$ cat src/rtl/ps2_key_decoder_if.sv
// ps2_key_decoder_if: byte-in / key-event-out bundle between a PS/2 receiver and the key decoder
// Signals: ps2_key_pressed/ps2_key_data carry a strobed received byte into the decoder;
//   key_event_* report decoded make/break events; *_held are key-down levels;
//   jump_pulse and protocol_error are one-cycle pulses.
// Modports: master drives bytes and observes events, slave is the decoder side.
interface ps2_key_decoder_if;
  logic       ps2_key_pressed;
  logic [7:0] ps2_key_data;
  logic       key_event_valid;
  logic [7:0] key_event_code;
  logic       key_event_ext;
  logic       key_event_break;
  logic       space_held;
  logic       up_held;
  logic       esc_held;
  logic       enter_held;
  logic       jump_pulse;
  logic       protocol_error;
  modport master (
    output ps2_key_pressed, ps2_key_data,
    input  key_event_valid, key_event_code, key_event_ext, key_event_break,
    input  space_held, up_held, esc_held, enter_held, jump_pulse, protocol_error
  );
  modport slave (
    input  ps2_key_pressed, ps2_key_data,
    output key_event_valid, key_event_code, key_event_ext, key_event_break,
    output space_held, up_held, esc_held, enter_held, jump_pulse, protocol_error
  );
endinterface

$ cat src/rtl/ps2_key_decoder.sv
// ps2_key_decoder: turns a PS/2 set-2 scancode byte stream into make/break key events
// Ports: CLOCK_50 clock (rising edge), reset synchronous active-high,
//   bus (ps2_key_decoder_if.slave): byte strobe/data in; event, held-key, jump and error out.
// Parameters: PREFIX_TIMEOUT cycles a partial prefix may wait, PAUSE_SKIP bytes dropped after E1.
// Define PS2_TYPEMATIC_FILTER_EN to drop make events that repeat the last make {ext,code}.
module ps2_key_decoder #(
  parameter int PREFIX_TIMEOUT = 1000000,
  parameter int PAUSE_SKIP = 7
) (
  input logic CLOCK_50,
  input logic reset,
  ps2_key_decoder_if.slave bus
);
  localparam int TW = $clog2(PREFIX_TIMEOUT + 1);
  localparam int SW = $clog2(PAUSE_SKIP + 1);
  localparam logic [8:0] SPACE = 9'h029, UP = 9'h175, ESC = 9'h076, ENTER = 9'h05A;
  localparam logic [8:0] HELD_KEYS [4] = '{SPACE, UP, ESC, ENTER};
  typedef enum logic [2:0] {IDLE, EXT, BRK, EXT_BRK, SKIP} state_t;
  state_t state_q, state_d;
  logic [TW-1:0] tmo_q, tmo_d;
  logic [SW-1:0] skip_q, skip_d;
  logic [3:0] held_q, held_d;
  logic [7:0] b, code_q;
  logic [8:0] key;
  logic stb, pfx, ign, expire, ev_make, ev_brk, filt, emit, jump, err;
  logic valid_q, ext_q, brk_q, jump_q, err_q;
`ifdef PS2_TYPEMATIC_FILTER_EN
  logic [8:0] last_q;
`endif
  assign stb = bus.ps2_key_pressed;
  assign b = bus.ps2_key_data;
  assign pfx = b == 8'hE0 || b == 8'hF0 || b == 8'hE1;
  assign ign = b inside {8'h00, 8'hAA, 8'hEE, 8'hFA, 8'hFE, 8'hFF};
  // a byte arriving on the expiry cycle wins, so expiry needs a strobe-free cycle
  assign expire = state_q != IDLE && !stb && tmo_q == TW'(PREFIX_TIMEOUT - 1);
  assign tmo_d = state_q == IDLE || stb || expire ? '0 : tmo_q + 1'b1;
  assign skip_d = state_q == SKIP ? skip_q + SW'(stb) : '0;

  always_ff @(posedge CLOCK_50) state_q <= reset ? IDLE : state_d;

  always_comb begin
    state_d = state_q;
    if (expire) state_d = IDLE;
    else if (stb)
      case (state_q)
        IDLE:    state_d = b == 8'hE0 ? EXT : b == 8'hF0 ? BRK : b == 8'hE1 ? SKIP : IDLE;
        EXT:     state_d = b == 8'hE0 ? EXT : b == 8'hF0 ? EXT_BRK : IDLE;
        SKIP:    state_d = skip_q == SW'(PAUSE_SKIP - 1) ? IDLE : SKIP;
        default: state_d = IDLE;
      endcase
  end

  always_comb begin
    key = {state_q == EXT || state_q == EXT_BRK, b};
    ev_make = stb && (state_q == IDLE ? !pfx && !ign
                                      : state_q == EXT && b != 8'hE0 && b != 8'hF0 && b != 8'h12);
    ev_brk = stb && !pfx && (state_q == BRK || (state_q == EXT_BRK && b != 8'h12));
    err = (expire && state_q != SKIP) || (stb && pfx && (state_q == BRK || state_q == EXT_BRK));
`ifdef PS2_TYPEMATIC_FILTER_EN
    filt = ev_make && key == last_q;
`else
    filt = 1'b0;
`endif
    emit = ev_brk || (ev_make && !filt);
    jump = ev_make && !filt && (key == SPACE || key == UP) && !held_q[0] && !held_q[1];
    held_d = held_q;
    for (int i = 0; i < 4; i++)
      if (key == HELD_KEYS[i] && (ev_make || ev_brk)) held_d[i] = ev_make;
  end

`ifdef PS2_TYPEMATIC_FILTER_EN
  always_ff @(posedge CLOCK_50) last_q <= reset || ev_brk ? '0 : ev_make ? key : last_q;
`endif

  always_ff @(posedge CLOCK_50) begin
    if (reset) begin
      tmo_q <= '0;
      skip_q <= '0;
      held_q <= '0;
      valid_q <= 1'b0;
      jump_q <= 1'b0;
      err_q <= 1'b0;
      code_q <= 8'h00;
      ext_q <= 1'b0;
      brk_q <= 1'b0;
    end else begin
      tmo_q <= tmo_d;
      skip_q <= skip_d;
      held_q <= held_d;
      valid_q <= emit;
      jump_q <= jump;
      err_q <= err;
      if (emit) begin
        code_q <= b;
        ext_q <= key[8];
        brk_q <= ev_brk;
      end
    end
  end

  assign bus.key_event_valid = valid_q;
  assign bus.key_event_code = code_q;
  assign bus.key_event_ext = ext_q;
  assign bus.key_event_break = brk_q;
  assign bus.space_held = held_q[0];
  assign bus.up_held = held_q[1];
  assign bus.esc_held = held_q[2];
  assign bus.enter_held = held_q[3];
  assign bus.jump_pulse = jump_q;
  assign bus.protocol_error = err_q;
endmodule

$ cat src/flat_wrapper.sv
// flat-port wrapper written by rule: the top's interface ports become plain ports
module ps2_key_decoder_flat 
#(
  parameter int PREFIX_TIMEOUT = 1000000,
  parameter int PAUSE_SKIP = 7
)
  (CLOCK_50, reset, bus_ps2_key_pressed, bus_ps2_key_data, bus_key_event_valid, bus_key_event_code, bus_key_event_ext, bus_key_event_break, bus_space_held, bus_up_held, bus_esc_held, bus_enter_held, bus_jump_pulse, bus_protocol_error);
  ps2_key_decoder_if bus_i ();
  input logic CLOCK_50;
  input logic reset;
  input wire logic [$bits(bus_i.ps2_key_pressed)-1:0] bus_ps2_key_pressed;
  input wire logic [$bits(bus_i.ps2_key_data)-1:0] bus_ps2_key_data;
  output wire logic [$bits(bus_i.key_event_valid)-1:0] bus_key_event_valid;
  output wire logic [$bits(bus_i.key_event_code)-1:0] bus_key_event_code;
  output wire logic [$bits(bus_i.key_event_ext)-1:0] bus_key_event_ext;
  output wire logic [$bits(bus_i.key_event_break)-1:0] bus_key_event_break;
  output wire logic [$bits(bus_i.space_held)-1:0] bus_space_held;
  output wire logic [$bits(bus_i.up_held)-1:0] bus_up_held;
  output wire logic [$bits(bus_i.esc_held)-1:0] bus_esc_held;
  output wire logic [$bits(bus_i.enter_held)-1:0] bus_enter_held;
  output wire logic [$bits(bus_i.jump_pulse)-1:0] bus_jump_pulse;
  output wire logic [$bits(bus_i.protocol_error)-1:0] bus_protocol_error;
  assign bus_i.ps2_key_pressed = bus_ps2_key_pressed;
  assign bus_i.ps2_key_data = bus_ps2_key_data;
  assign bus_key_event_valid = bus_i.key_event_valid;
  assign bus_key_event_code = bus_i.key_event_code;
  assign bus_key_event_ext = bus_i.key_event_ext;
  assign bus_key_event_break = bus_i.key_event_break;
  assign bus_space_held = bus_i.space_held;
  assign bus_up_held = bus_i.up_held;
  assign bus_esc_held = bus_i.esc_held;
  assign bus_enter_held = bus_i.enter_held;
  assign bus_jump_pulse = bus_i.jump_pulse;
  assign bus_protocol_error = bus_i.protocol_error;
  ps2_key_decoder #(.PREFIX_TIMEOUT(PREFIX_TIMEOUT), .PAUSE_SKIP(PAUSE_SKIP)) u_core (.CLOCK_50(CLOCK_50), .reset(reset), .bus(bus_i));
endmodule
$ cat config.mk
export PLATFORM = sky130hd
export DESIGN_NAME = ps2_key_decoder_flat
export DESIGN_NICKNAME = d
export VERILOG_FILES = /design/src/rtl/ps2_key_decoder_if.sv /design/src/rtl/ps2_key_decoder.sv /design/src/flat_wrapper.sv
export SDC_FILE = /design/constraint.sdc
export NUM_CORES = 1
export LEC_CHECK = 0
export ABC_AREA = 1
export CORE_ASPECT_RATIO = 2
export CORE_MARGIN = 2
export CORE_UTILIZATION = 51
export DETAILED_ROUTE_END_ITERATION = 10
export PLACE_DENSITY = 0.74
export SLEW_MARGIN = 20
export SYNTH_ARGS = -nofsm -noshare
export SYNTH_HDL_FRONTEND = slang
export SYNTH_SLANG_ARGS = --single-unit
$ cat constraint.sdc
create_clock -name CLOCK_50 -period 2.2 [get_ports CLOCK_50]
set_input_delay 0.44 -clock CLOCK_50 [delete_from_list [all_inputs] [get_ports CLOCK_50]]
set_output_delay 0.44 -clock CLOCK_50 [all_outputs]
set_load 0.01 [all_outputs]
==> flow_results.xml, run 1 <==
<?xml version="1.0" encoding="UTF-8"?>
<metrics>
  <group name="run_status">
    <metric name="outcome" unit="">finished, final reports clean</metric>
  </group>
  <group name="finish">
    <metric name="area_growth_syn_to_layout" unit="%">23.3</metric>
    <metric name="insertedDiodeCount" unit="">0</metric>
    <metric name="multi_input_area" unit="um^2">1170</metric>
    <metric name="final_cell_area" unit="um^2">2830</metric>
    <metric name="finalNetCount" unit="">398</metric>
    <metric name="final-seq-area" unit="um^2">861</metric>
    <metric name="fillers" unit="">410</metric>
    <metric name="drive_gt1_frac" unit="">0.130</metric>
  </group>
  <group name="floorplan">
    <metric name="core_area" unit="um^2">4340</metric>
    <metric name="die_h" unit="um">98.9</metric>
    <metric name="ioPinCount" unit="">28</metric>
    <metric name="row_count" unit="">34</metric>
    <metric name="die_ar" unit="um^2">5090</metric>
    <metric name="floorplan.die.width" unit="um">51.4</metric>
    <metric name="initial_core_util" unit="">0.529</metric>
  </group>
  <group name="critical_path">
    <metric name="r2r_start" unit="">u_core.tmo_q[0]</metric>
    <metric name="crit_path_max_fanout" unit="">20</metric>
    <metric name="worst_r2r_endpoint" unit="">u_core.tmo_q[18]</metric>
    <metric name="reg2regPathDepth" unit="">10</metric>
    <metric name="timing.reg2reg.setup_slack" unit="ps">390</metric>
    <metric name="worstSetupEndpointType" unit="">flop</metric>
    <metric name="critical_path_arrival" unit="ps">2140</metric>
    <metric name="required_time_of_the_critical_path" unit="ps">2410</metric>
    <metric name="critPathLaunchType" unit="">primary input</metric>
    <metric name="category_of_the_most_critical_setup_path" unit="">in -&gt; reg</metric>
  </group>
  <group name="synth">
    <metric name="synth.cell_area" unit="um^2">2300</metric>
    <metric name="synthesis.instances" unit="">339</metric>
    <metric name="synth_area_per_cell" unit="um^2">6.77</metric>
    <metric name="netlist.top_cell.by_area" unit="">sky130_fd_sc_hd__dfxtp_1</metric>
    <metric name="synth_edf_count" unit="">0</metric>
    <metric name="synth-seq-cells" unit="">43</metric>
    <metric name="synth.most_common_cell" unit="">sky130_fd_sc_hd__nand2_1</metric>
    <metric name="area_contributors_post_synth" unit="">sky130_fd_sc_hd__dfxtp_1 (37%), sky130_fd_sc_hd__nand2_1 (11%), sky130_fd_sc_hd__nor2_1 (9.0%)</metric>
    <metric name="synth.cells.most_frequent" unit="">sky130_fd_sc_hd__nand2_1 (66), sky130_fd_sc_hd__nor2_1 (55), sky130_fd_sc_hd__inv_1 (51)</metric>
    <metric name="synth.yosys.seq_area_share" unit="">0.375</metric>
    <metric name="synth-async-reset-ratio" unit="">0</metric>
    <metric name="synthDistinctLibCells" unit="">31</metric>
    <metric name="yosys.area.top_type_share" unit="">0.375</metric>
    <metric name="postSynth.topFlopCell" unit="">sky130_fd_sc_hd__dfxtp_1</metric>
    <metric name="mappedNetlistNets" unit="">353</metric>
    <metric name="yosysWarningCount" unit="">0</metric>
  </group>
  <group name="detailed_routing">
    <metric name="vias" unit="">2241</metric>
    <metric name="routedWlPerCell" unit="um">11.7</metric>
    <metric name="drc" unit="">0</metric>
    <metric name="detail_route.wirelength" unit="um">5130</metric>
    <metric name="drt_iter0_drc" unit="">38</metric>
    <metric name="drt_first_pass_iters" unit="">4</metric>
    <metric name="post_drt_via_cell_ratio" unit="">5.10</metric>
    <metric name="antenna_left" unit="">0</metric>
  </group>
  <group name="power_and_ir_drop">
    <metric name="p_sw_frac" unit="">0.262</metric>
    <metric name="total_power" unit="mW">1.49</metric>
    <metric name="leakage" unit="nW">1.14</metric>
    <metric name="power_density_normalized_to_cell_area" unit="nW/um^2">528</metric>
    <metric name="p_comb_frac" unit="">0.112</metric>
    <metric name="power.ir.vdd_worst" unit="mV">0.651</metric>
    <metric name="clkPwrFrac" unit="">0.355</metric>
    <metric name="sequentialPowerShare" unit="">0.534</metric>
    <metric name="p_sw" unit="mW">0.392</metric>
    <metric name="p_int" unit="mW">1.10</metric>
  </group>
  <group name="sta">
    <metric name="final_hold_violation_count" unit="">0</metric>
    <metric name="number_of_failing_setup_endpoints_in_the_final_timing_report" unit="">0</metric>
    <metric name="slew_headroom" unit="">0.745</metric>
    <metric name="finalSetupTns" unit="ps">0</metric>
    <metric name="tmin_final" unit="ps">1930</metric>
    <metric name="fin_skew" unit="ps">8.56</metric>
    <metric name="grt_setup_unrepaired" unit="">no</metric>
    <metric name="portion_of_the_clock_cycle_consumed_by_the_worst_path_in_the_final_layout" unit="">0.877</metric>
    <metric name="drv_slew" unit="">0</metric>
    <metric name="timing.fmax" unit="GHz">0.519</metric>
    <metric name="worst_tran_pin_value" unit="ps">379</metric>
  </group>
  <group name="global_routing">
    <metric name="grt_antenna_before_repair" unit="">0</metric>
    <metric name="grt_max_degree" unit="">23</metric>
    <metric name="grt.total_usage" unit="">0.229</metric>
    <metric name="first_global_vias" unit="">2212</metric>
    <metric name="gr-total-overflow" unit="">0</metric>
    <metric name="grt_first_pass_wirelength" unit="um">9000</metric>
  </group>
  <group name="min_path">
    <metric name="worst_hold_path.endpoint" unit="">u_core.tmo_q[0]</metric>
    <metric name="timing.hold.worst.class" unit="">reg -&gt; reg</metric>
    <metric name="start_point_of_the_worst_min_delay_path" unit="">u_core.tmo_q[0]</metric>
    <metric name="worst_hold_path.num_cells" unit="">1</metric>
  </group>
  <group name="placed_design">
    <metric name="post-dp-hpwl" unit="um">4000</metric>
    <metric name="dpl_cell_area" unit="um^2">2740</metric>
    <metric name="placement.io_buffers" unit="">27</metric>
    <metric name="routabilityCongestion" unit="">0.892</metric>
  </group>
  <group name="clock_tree">
    <metric name="cts_hold_buffers" unit="">0</metric>
    <metric name="htree_num_levels" unit="">2</metric>
    <metric name="cts_tree" unit="">yes</metric>
    <metric name="clk_transition_reported_paths" unit="ps">90</metric>
    <metric name="clock_path_buffers" unit="">2</metric>
    <metric name="number_of_buffers_created_by_cts" unit="">5</metric>
    <metric name="post_cts_gate_resize_count" unit="">0</metric>
    <metric name="clock-sinks" unit="">43</metric>
    <metric name="insertion_delay" unit="ps">310</metric>
    <metric name="post_cts_buffers" unit="">0</metric>
    <metric name="root_buffer" unit="">sky130_fd_sc_hd__clkbuf_8</metric>
  </group>
  <group name="run">
    <metric name="drv.max_cap_violation_count" unit="">0</metric>
  </group>
</metrics>
routing by layer:
layer / GRT usage / up-vias / part of all wire
li1: - / 1167 / -
met1: 0.211 / 1031 / 0.36
met2: 0.461 / 31 / 0.59
met3: 0.0333 / 12 / 0.022
met4: 0.0911 / 0 / 0.027
met5: 0 / - / 0
layout by cell type (no fill, tap or decap), types with 6 or more instances in the layout:
cell type | netlist | final
sky130_fd_sc_hd__nand2_1 | 66 | 66
sky130_fd_sc_hd__nor2_1 | 55 | 55
sky130_fd_sc_hd__inv_1 | 51 | 51
sky130_fd_sc_hd__dfxtp_1 | 43 | 43
sky130_fd_sc_hd__a21oi_1 | 29 | 29
sky130_fd_sc_hd__clkdlybuf4s50_1 | 0 | 27
sky130_fd_sc_hd__nand3_1 | 24 | 24
sky130_fd_sc_hd__buf_4 | 2 | 17
sky130_fd_sc_hd__nor3_1 | 12 | 12
sky130_fd_sc_hd__o21ai_0 | 6 | 6
sky130_fd_sc_hd__nand4_1 | 6 | 6
stage by stage:
stage                util  hold WS [ps]  setup WS, ps  std cells
floorplan               -           418           659        339
finish              0.653           446           272        439
global route        0.653           491          98.5        439
detailed placement  0.631           435          8.12        431
CTS                 0.653           450           289        439
global placement    0.631           429          46.1        431
kinds of logic (layout without fill, tap and decap cells):
kind of cell,Yosys count,count (layout),share of synthesized area
buffers and inverters,61,107,0.114
XOR/XNOR,6,6,0.0229
AND/OR/NAND/NOR,187,187,0.378
flip-flops,43,43,0.375
AO/OA/AOI/OAI,39,39,0.0937
adder cells (fa/ha/maj),3,3,0.0164
area by class of cell:
type / instances / area share
clock buffer: 5 / 0.0243
clock inverter: 3 / 0.00840
inverter: 53 / 0.0703
multi-input combinational: 235 / 0.414
sequential: 43 / 0.304
tap: 54 / 0.0239
timing repair buffer: 46 / 0.155
flip-flops by register name, summed over array words and instances, names as in the netlist:
| register | cells |
|---|---|
| u_core.bus.key_event_valid | 1 |
| u_core.bus.jump_pulse | 1 |
| u_core.bus.key_event_code | 8 |
| u_core.held_q | 4 |
| u_core.skip_q | 3 |
| u_core.bus.key_event_ext | 1 |
| u_core.bus.key_event_break | 1 |
| u_core.tmo_q | 20 |
| u_core.state_q | 3 |
| u_core.bus.protocol_error | 1 |
worst max-delay path, cell delays in order:
cell	delay, ps
sky130_fd_sc_hd__clkdlybuf4s50_1	580
sky130_fd_sc_hd__nor2_1	110
sky130_fd_sc_hd__nand2_1	70
sky130_fd_sc_hd__nor2_1	50
sky130_fd_sc_hd__nor2_1	130
sky130_fd_sc_hd__nand2_1	110
sky130_fd_sc_hd__a21oi_4	170
sky130_fd_sc_hd__nand2_2	90
sky130_fd_sc_hd__buf_12	160
sky130_fd_sc_hd__a21oi_1	160
sky130_fd_sc_hd__nor2_1	60
worst max-delay path by stage:
stage / startpoint / endpoint / slack [ps]
detailed placement: bus_ps2_key_data[5] / u_core.bus.key_event_code[7] / 8
global placement: bus_ps2_key_data[5] / u_core.bus.key_event_code[7] / 50
finish: bus_ps2_key_data[5] / u_core.bus.key_event_code[7] / 270
floorplan: u_core.tmo_q[0] / u_core.tmo_q[18] / 660
CTS: bus_ps2_key_data[5] / u_core.bus.key_event_code[7] / 290
global route: bus_ps2_key_data[5] / u_core.held_q[2] / 100
power groups by stage:
| stage | clock [mW] | sequential, mW | combinational [mW] |
|---|---|---|---|
| global placement | 0 | 0.816 | 0.165 |
| finish | 0.530 | 0.798 | 0.167 |
| global route | 0.566 | 0.800 | 0.186 |
| floorplan | 0 | 0.823 | 0.0732 |
| CTS | 0.542 | 0.799 | 0.168 |
| detailed placement | 0 | 0.817 | 0.167 |
(Power assumes the default switching activity.)
==> inputs of run 2 (changes only) <==
CORE_ASPECT_RATIO = 1.4   (was 2)
clock period = 2.1 ns   (was 2.2 ns; I/O delays follow)
==> run 2 against run 1 <==
Against the previous run:
- count of clock-buffer cells in the layout is 1 higher
- power is 2.9% higher
- clock power is 0.9% lower
- sequential power is 4.8% higher
- via count is 0.40% lower
- global-route usage is 0.77 points lower
- routed wire length is 3.5% lower
- sequential share of layout area is 0.68 points lower
- final cell count is 3.2% higher
- utilization is 2.5 points higher
- critical path type unchanged
- critical endpoint is now u_core.held_q[1]
- largest cell class unchanged
==> flow_results.xml, run 2 (synthesis results as in run 1) <==
<?xml version="1.0" encoding="UTF-8"?>
<metrics>
  <group name="global_routing">
    <metric name="grt_antenna_before_repair" unit="">0</metric>
    <metric name="grt_max_degree" unit="">23</metric>
    <metric name="grt_first_pass_wirelength" unit="um">8760</metric>
    <metric name="grt.total_usage" unit="">0.221</metric>
    <metric name="gr-total-overflow" unit="">0</metric>
    <metric name="first_global_vias" unit="">2117</metric>
  </group>
  <group name="finish">
    <metric name="area_growth_syn_to_layout" unit="%">26.2</metric>
    <metric name="insertedDiodeCount" unit="">0</metric>
    <metric name="largest_register" unit="">u_core.tmo_q</metric>
    <metric name="mostFrequentLayoutCell" unit="">sky130_fd_sc_hd__nand2_1</metric>
    <metric name="fillers" unit="">412</metric>
    <metric name="final_cell_mix" unit="">sky130_fd_sc_hd__nand2_1 (66), sky130_fd_sc_hd__nor2_1 (55), sky130_fd_sc_hd__inv_1 (51)</metric>
    <metric name="drive_gt1_frac" unit="">0.145</metric>
    <metric name="final_cell_area" unit="um^2">2900</metric>
    <metric name="multi_input_area" unit="um^2">1180</metric>
    <metric name="finalNetCount" unit="">406</metric>
    <metric name="largest_register_ffs" unit="">20</metric>
    <metric name="final-seq-area" unit="um^2">861</metric>
  </group>
  <group name="clock_tree">
    <metric name="insertion_delay" unit="ps">300</metric>
    <metric name="clock-sinks" unit="">43</metric>
    <metric name="post_cts_buffers" unit="">0</metric>
    <metric name="htree_num_levels" unit="">2</metric>
    <metric name="post_cts_gate_resize_count" unit="">0</metric>
    <metric name="clk_transition_reported_paths" unit="ps">80</metric>
    <metric name="number_of_buffers_created_by_cts" unit="">5</metric>
    <metric name="cts_hold_buffers" unit="">0</metric>
    <metric name="root_buffer" unit="">sky130_fd_sc_hd__clkbuf_8</metric>
    <metric name="cts_tree" unit="">yes</metric>
    <metric name="clock_path_buffers" unit="">2</metric>
  </group>
  <group name="power_and_ir_drop">
    <metric name="p_int" unit="mW">1.15</metric>
    <metric name="p_comb_frac" unit="">0.115</metric>
    <metric name="sequentialPowerShare" unit="">0.543</metric>
    <metric name="p_sw_frac" unit="">0.251</metric>
    <metric name="power.ir.vdd_worst" unit="mV">0.398</metric>
    <metric name="power_density_normalized_to_cell_area" unit="nW/um^2">531</metric>
    <metric name="leakage" unit="nW">1.18</metric>
    <metric name="clkPwrFrac" unit="">0.341</metric>
    <metric name="p_sw" unit="mW">0.387</metric>
  </group>
  <group name="critical_path">
    <metric name="worstPathCellList" unit="">clkdlybuf4s50_1 -&gt; nor2_1 -&gt; nand2_2 -&gt; inv_1 -&gt; nand2_1 -&gt; nand2_1 -&gt; nor2_2 -&gt; nand3_1 -&gt; buf_12 -&gt; inv_1 -&gt; nand2_1 -&gt; nand2_1 -&gt; a21oi_1</metric>
    <metric name="category_of_the_most_critical_setup_path" unit="">in -&gt; reg</metric>
    <metric name="critical-path-slowest-cell" unit="">sky130_fd_sc_hd__clkdlybuf4s50_1</metric>
    <metric name="worst-path-buf-inv" unit="">4</metric>
    <metric name="slowest_delay" unit="ps">580</metric>
    <metric name="required_time_of_the_critical_path" unit="ps">2300</metric>
    <metric name="crit_path_max_fanout" unit="">22</metric>
    <metric name="worstSetupEndpointType" unit="">flop</metric>
    <metric name="cpMostUsedCell" unit="">sky130_fd_sc_hd__nand2_1</metric>
    <metric name="critical_path_arrival" unit="ps">2130</metric>
    <metric name="crit_family" unit="">buffers and inverters</metric>
    <metric name="critPathLaunchType" unit="">primary input</metric>
  </group>
  <group name="floorplan">
    <metric name="floorplan.die.width" unit="um">60.7</metric>
    <metric name="ioPinCount" unit="">28</metric>
    <metric name="die_h" unit="um">83.4</metric>
    <metric name="core_area" unit="um^2">4270</metric>
    <metric name="row_count" unit="">28</metric>
    <metric name="die_ar" unit="um^2">5060</metric>
    <metric name="initial_core_util" unit="">0.537</metric>
  </group>
  <group name="detailed_routing">
    <metric name="drc" unit="">0</metric>
    <metric name="drt_first_pass_iters" unit="">4</metric>
    <metric name="post_drt_via_cell_ratio" unit="">4.93</metric>
    <metric name="drt_iter0_drc" unit="">108</metric>
    <metric name="antenna_left" unit="">0</metric>
    <metric name="detail_route.wirelength" unit="um">4950</metric>
    <metric name="routedWlPerCell" unit="um">10.9</metric>
    <metric name="vias" unit="">2232</metric>
  </group>
  <group name="run">
    <metric name="drv.max_cap_violation_count" unit="">0</metric>
  </group>
  <group name="sta">
    <metric name="final_hold_violation_count" unit="">0</metric>
    <metric name="fin_hold_ws" unit="ps">459</metric>
    <metric name="number_of_failing_setup_endpoints_in_the_final_timing_report" unit="">0</metric>
    <metric name="drv_slew" unit="">0</metric>
    <metric name="worst_tran_pin_value" unit="ps">340</metric>
    <metric name="portion_of_the_clock_cycle_consumed_by_the_worst_path_in_the_final_layout" unit="">0.919</metric>
    <metric name="fin_skew" unit="ps">4.07</metric>
    <metric name="tmin_final" unit="ps">1930</metric>
    <metric name="timing.fmax" unit="GHz">0.518</metric>
    <metric name="grt_setup_unrepaired" unit="">no</metric>
    <metric name="slew_headroom" unit="">0.771</metric>
  </group>
  <group name="run_status">
    <metric name="outcome" unit="">finished, final reports clean</metric>
  </group>
  <group name="placed_design">
    <metric name="placement.io_buffers" unit="">27</metric>
    <metric name="post-dp-hpwl" unit="um">3870</metric>
    <metric name="routabilityCongestion" unit="">0.961</metric>
    <metric name="dpl_cell_area" unit="um^2">2810</metric>
  </group>
  <group name="min_path">
    <metric name="timing.hold.worst.class" unit="">reg -&gt; reg</metric>
  </group>
</metrics>
## run 2: cell count changes in the layout (fill, tap and decap cells not counted), sizes merged
cell,change
buf,+8
clkbuf,+1
clkinv,+1
clkinvlp,-1
inv,-1
## run 2: final timing paths
kind	startpoint	end	slack, ps	cells after the start
setup / recovery	bus_ps2_key_data[1]	u_core.held_q[1]	170	13
setup reg to reg	u_core.tmo_q[0]	u_core.tmo_q[18]	260	10
hold / removal	u_core.tmo_q[0]	u_core.tmo_q[0]	460	1
hold reg to reg	u_core.tmo_q[0]	u_core.tmo_q[0]	460	1
## run 2: metrics by stage
step / power, mW / setup slack [ps] / util / setup TNS, ps / cells
global route: 1.61 / 0.936 / 0.678 / 0 / 453
CTS: 1.56 / 118 / 0.677 / 0 / 453
global placement: 1.03 / -150 / 0.657 / -1650 / 445
finish: 1.54 / 170 / 0.678 / 0 / 453
detailed placement: 1.03 / -198 / 0.657 / -2220 / 445
floorplan: 0.939 / 559 / - / 0 / 339
## run 2: power groups by stage
stage               Sequential [mW]  Combinational [mW]  Clock, mW
global placement              0.855               0.173          0
floorplan                     0.863              0.0767          0
CTS                           0.836               0.177      0.543
detailed placement            0.855               0.176          0
finish                        0.836               0.178      0.525
global route                  0.837               0.198      0.571
## run 2: final cells by class
type | instances | share of cell area
Multi-Input combinational cell | 235 | 0.407
Clock inverter | 2 | 0.00432
Timing Repair Buffer | 54 | 0.172
Sequential cell | 43 | 0.297
Clock buffer | 6 | 0.0251
Inverter | 53 | 0.0687
Tap cell | 60 | 0.0259
## run 2: layer usage
metal | global-route usage | part of all wire | wire length (um)
met5 | 0 | 0 | 0
met4 | 0.101 | 0.036 | 177
met3 | 0.0452 | 0.024 | 120
met2 | 0.389 | 0.52 | 2570
met1 | 0.240 | 0.42 | 2080
==> inputs of run 3 (changes only) <==
--- a/config.mk
+++ b/config.mk
@@ -7,5 +7,4 @@
 export LEC_CHECK = 0
 export ABC_AREA = 1
-export CORE_ASPECT_RATIO = 1.4
 export CORE_MARGIN = 2
 export CORE_UTILIZATION = 51
==> constraint.sdc (replaced) <==
create_clock -name CLOCK_50 -period 2.1 [get_ports CLOCK_50]
set_input_delay 0.42 -clock CLOCK_50 [delete_from_list [all_inputs] [get_ports CLOCK_50]]
set_output_delay 0.42 -clock CLOCK_50 [all_outputs]
set_load 0.02 [all_outputs]
==> run 3 against run 2 <==
Against the previous run:
- clock skew rose by 3.5 ps
- sequential share of layout area fell by 0.50 points
- critical endpoint is now u_core.held_q[0]
- hold slack got worse by 7.5 ps
- largest cell class unchanged
- power rose by 8.7%
==> flow_results.xml, run 3 (synthesis results as in run 1) <==
<?xml version="1.0" encoding="UTF-8"?>
<metrics>
  <group name="critical_path">
    <metric name="critPathLaunchType" unit="">primary input</metric>
    <metric name="r2r_start" unit="">u_core.tmo_q[0]</metric>
    <metric name="crit_path_max_fanout" unit="">4</metric>
    <metric name="required_time_of_the_critical_path" unit="ps">2290</metric>
    <metric name="category_of_the_most_critical_setup_path" unit="">in -&gt; reg</metric>
    <metric name="worst_setup_path_startpoint" unit="">bus_ps2_key_data[0]</metric>
    <metric name="critical_path_arrival" unit="ps">2100</metric>
    <metric name="worstSetupEndpointType" unit="">flop</metric>
  </group>
  <group name="clock_tree">
    <metric name="cts_tree" unit="">yes</metric>
    <metric name="root_buffer" unit="">sky130_fd_sc_hd__clkbuf_8</metric>
    <metric name="htree_num_levels" unit="">2</metric>
    <metric name="post_cts_buffers" unit="">0</metric>
    <metric name="insertion_delay" unit="ps">300</metric>
    <metric name="cts_hold_buffers" unit="">0</metric>
    <metric name="clock_path_buffers" unit="">2</metric>
    <metric name="number_of_buffers_created_by_cts" unit="">5</metric>
    <metric name="clock-sinks" unit="">43</metric>
    <metric name="clk_transition_reported_paths" unit="ps">80</metric>
    <metric name="post_cts_gate_resize_count" unit="">0</metric>
  </group>
  <group name="placed_design">
    <metric name="placedCellCount" unit="">441</metric>
    <metric name="routabilityCongestion" unit="">0.913</metric>
    <metric name="placement.io_buffers" unit="">27</metric>
    <metric name="post-dp-hpwl" unit="um">3820</metric>
  </group>
  <group name="detailed_routing">
    <metric name="detail_route.wirelength" unit="um">5050</metric>
    <metric name="drt_iter0_drc" unit="">133</metric>
    <metric name="drt_first_pass_iters" unit="">4</metric>
    <metric name="vias" unit="">2242</metric>
    <metric name="post_drt_via_cell_ratio" unit="">4.99</metric>
    <metric name="drc" unit="">0</metric>
    <metric name="routedWlPerCell" unit="um">11.3</metric>
    <metric name="antenna_left" unit="">0</metric>
  </group>
  <group name="sta">
    <metric name="fin_hold_ws" unit="ps">451</metric>
    <metric name="timing.fmax" unit="GHz">0.524</metric>
    <metric name="final_hold_violation_count" unit="">0</metric>
    <metric name="tmin_final" unit="ps">1910</metric>
    <metric name="number_of_failing_setup_endpoints_in_the_final_timing_report" unit="">0</metric>
    <metric name="finalSetupTns" unit="ps">0</metric>
    <metric name="worst_tran_pin_value" unit="ps">357</metric>
    <metric name="drv_slew" unit="">0</metric>
    <metric name="slew_headroom" unit="">0.759</metric>
    <metric name="grt_setup_unrepaired" unit="">no</metric>
    <metric name="portion_of_the_clock_cycle_consumed_by_the_worst_path_in_the_final_layout" unit="">0.909</metric>
    <metric name="fin_skew" unit="ps">7.59</metric>
  </group>
  <group name="floorplan">
    <metric name="die_ar" unit="um^2">5050</metric>
    <metric name="die_h" unit="um">71.1</metric>
    <metric name="row_count" unit="">24</metric>
    <metric name="ioPinCount" unit="">28</metric>
    <metric name="initial_core_util" unit="">0.527</metric>
    <metric name="core_area" unit="um^2">4350</metric>
    <metric name="floorplan.die.width" unit="um">71.1</metric>
  </group>
  <group name="finish">
    <metric name="insertedDiodeCount" unit="">0</metric>
    <metric name="finalNetCount" unit="">410</metric>
    <metric name="drive_gt1_frac" unit="">0.156</metric>
    <metric name="final_cell_mix" unit="">sky130_fd_sc_hd__nand2_1 (66), sky130_fd_sc_hd__nor2_1 (55), sky130_fd_sc_hd__inv_1 (51)</metric>
    <metric name="layout_cells_excl_fill" unit="">449</metric>
    <metric name="postLayoutCoreUtil" unit="">0.677</metric>
    <metric name="mostFrequentLayoutCell" unit="">sky130_fd_sc_hd__nand2_1</metric>
    <metric name="area_growth_syn_to_layout" unit="%">28.3</metric>
    <metric name="largest_register" unit="">u_core.tmo_q</metric>
    <metric name="largest_register_ffs" unit="">20</metric>
  </group>
  <group name="global_routing">
    <metric name="grt.total_usage" unit="">0.214</metric>
    <metric name="first_global_vias" unit="">2027</metric>
    <metric name="grt_first_pass_wirelength" unit="um">8690</metric>
    <metric name="grt_max_degree" unit="">21</metric>
    <metric name="grt_antenna_before_repair" unit="">0</metric>
    <metric name="gr-total-overflow" unit="">0</metric>
  </group>
  <group name="run_status">
    <metric name="outcome" unit="">finished, final reports clean</metric>
  </group>
  <group name="power_and_ir_drop">
    <metric name="leakage" unit="nW">1.23</metric>
    <metric name="power_density_normalized_to_cell_area" unit="nW/um^2">568</metric>
    <metric name="total_power" unit="mW">1.67</metric>
    <metric name="power.ir.vdd_worst" unit="mV">0.457</metric>
  </group>
  <group name="min_path">
    <metric name="start_point_of_the_worst_min_delay_path" unit="">u_core.tmo_q[0]</metric>
    <metric name="timing.hold.worst.class" unit="">reg -&gt; reg</metric>
  </group>
  <group name="run">
    <metric name="drv.max_cap_violation_count" unit="">0</metric>
  </group>
</metrics>
[run 3: cell count changes in the layout (fill, tap and decap cells not counted)]
cell                              previous run  this run
sky130_fd_sc_hd__buf_4                      25        29
sky130_fd_sc_hd__bufinv_16                   0         1
sky130_fd_sc_hd__clkbuf_1                    1         0
sky130_fd_sc_hd__clkdlybuf4s50_1            27        26
sky130_fd_sc_hd__clkinv_4                    0         1
sky130_fd_sc_hd__clkinvlp_4                  1         0
sky130_fd_sc_hd__dlymetal6s2s_1              0         1
[run 3: power breakdown]
part | internal (mW) | switching, mW
Clock | 0.354 | 0.290
Combinational | 0.0922 | 0.0994
Sequential | 0.829 | 0.00724
[run 3: per-layer routing]
layer	wire (um)	track usage
met2	2510	0.385
met1	2290	0.254
met3	183	0.0456
met5	0	0
met4	71	0.0692
[run 3: path summary, 6_finish.rpt]
check	to	slack, ps	depth (start not counted)
worst max-delay path	u_core.held_q[0]	190	13
worst min-delay path	u_core.tmo_q[0]	450	1
worst max register to register	u_core.tmo_q[18]	350	10
worst min register to register	u_core.tmo_q[0]	450	1
[run 3: layout make-up]
class	count	area, um^2
Fill cell	387	1410
Multi-Input combinational cell	235	1180
Timing Repair Buffer	58	531
Sequential cell	43	861
Clock buffer	5	68.8
Clock inverter	3	43.8
Tap cell	52	65.1
Inverter	53	199
[run 3: worst max-delay path, cell delays in order]
cell and delay [ps]:
sky130_fd_sc_hd__clkdlybuf4s50_1 570, sky130_fd_sc_hd__nor2_1 90, sky130_fd_sc_hd__nand2_2 80, sky130_fd_sc_hd__inv_1 60, sky130_fd_sc_hd__nand2_1 80, sky130_fd_sc_hd__nand2_1 70, sky130_fd_sc_hd__nor2_2 110, sky130_fd_sc_hd__nand3_1 170
sky130_fd_sc_hd__buf_4 190, sky130_fd_sc_hd__inv_1 90, sky130_fd_sc_hd__nand2_1 60, sky130_fd_sc_hd__nand2_1 60, sky130_fd_sc_hd__a21oi_1 60
[run 3: through the flow]
stage | instance area (um^2) | worst slack, ps
floorplan | 2300 | 559
global placement | 2830 | -115
detailed placement | 2830 | -166
CTS | 2940 | 151
global route | 2950 | 20.9
finish | 2950 | 191
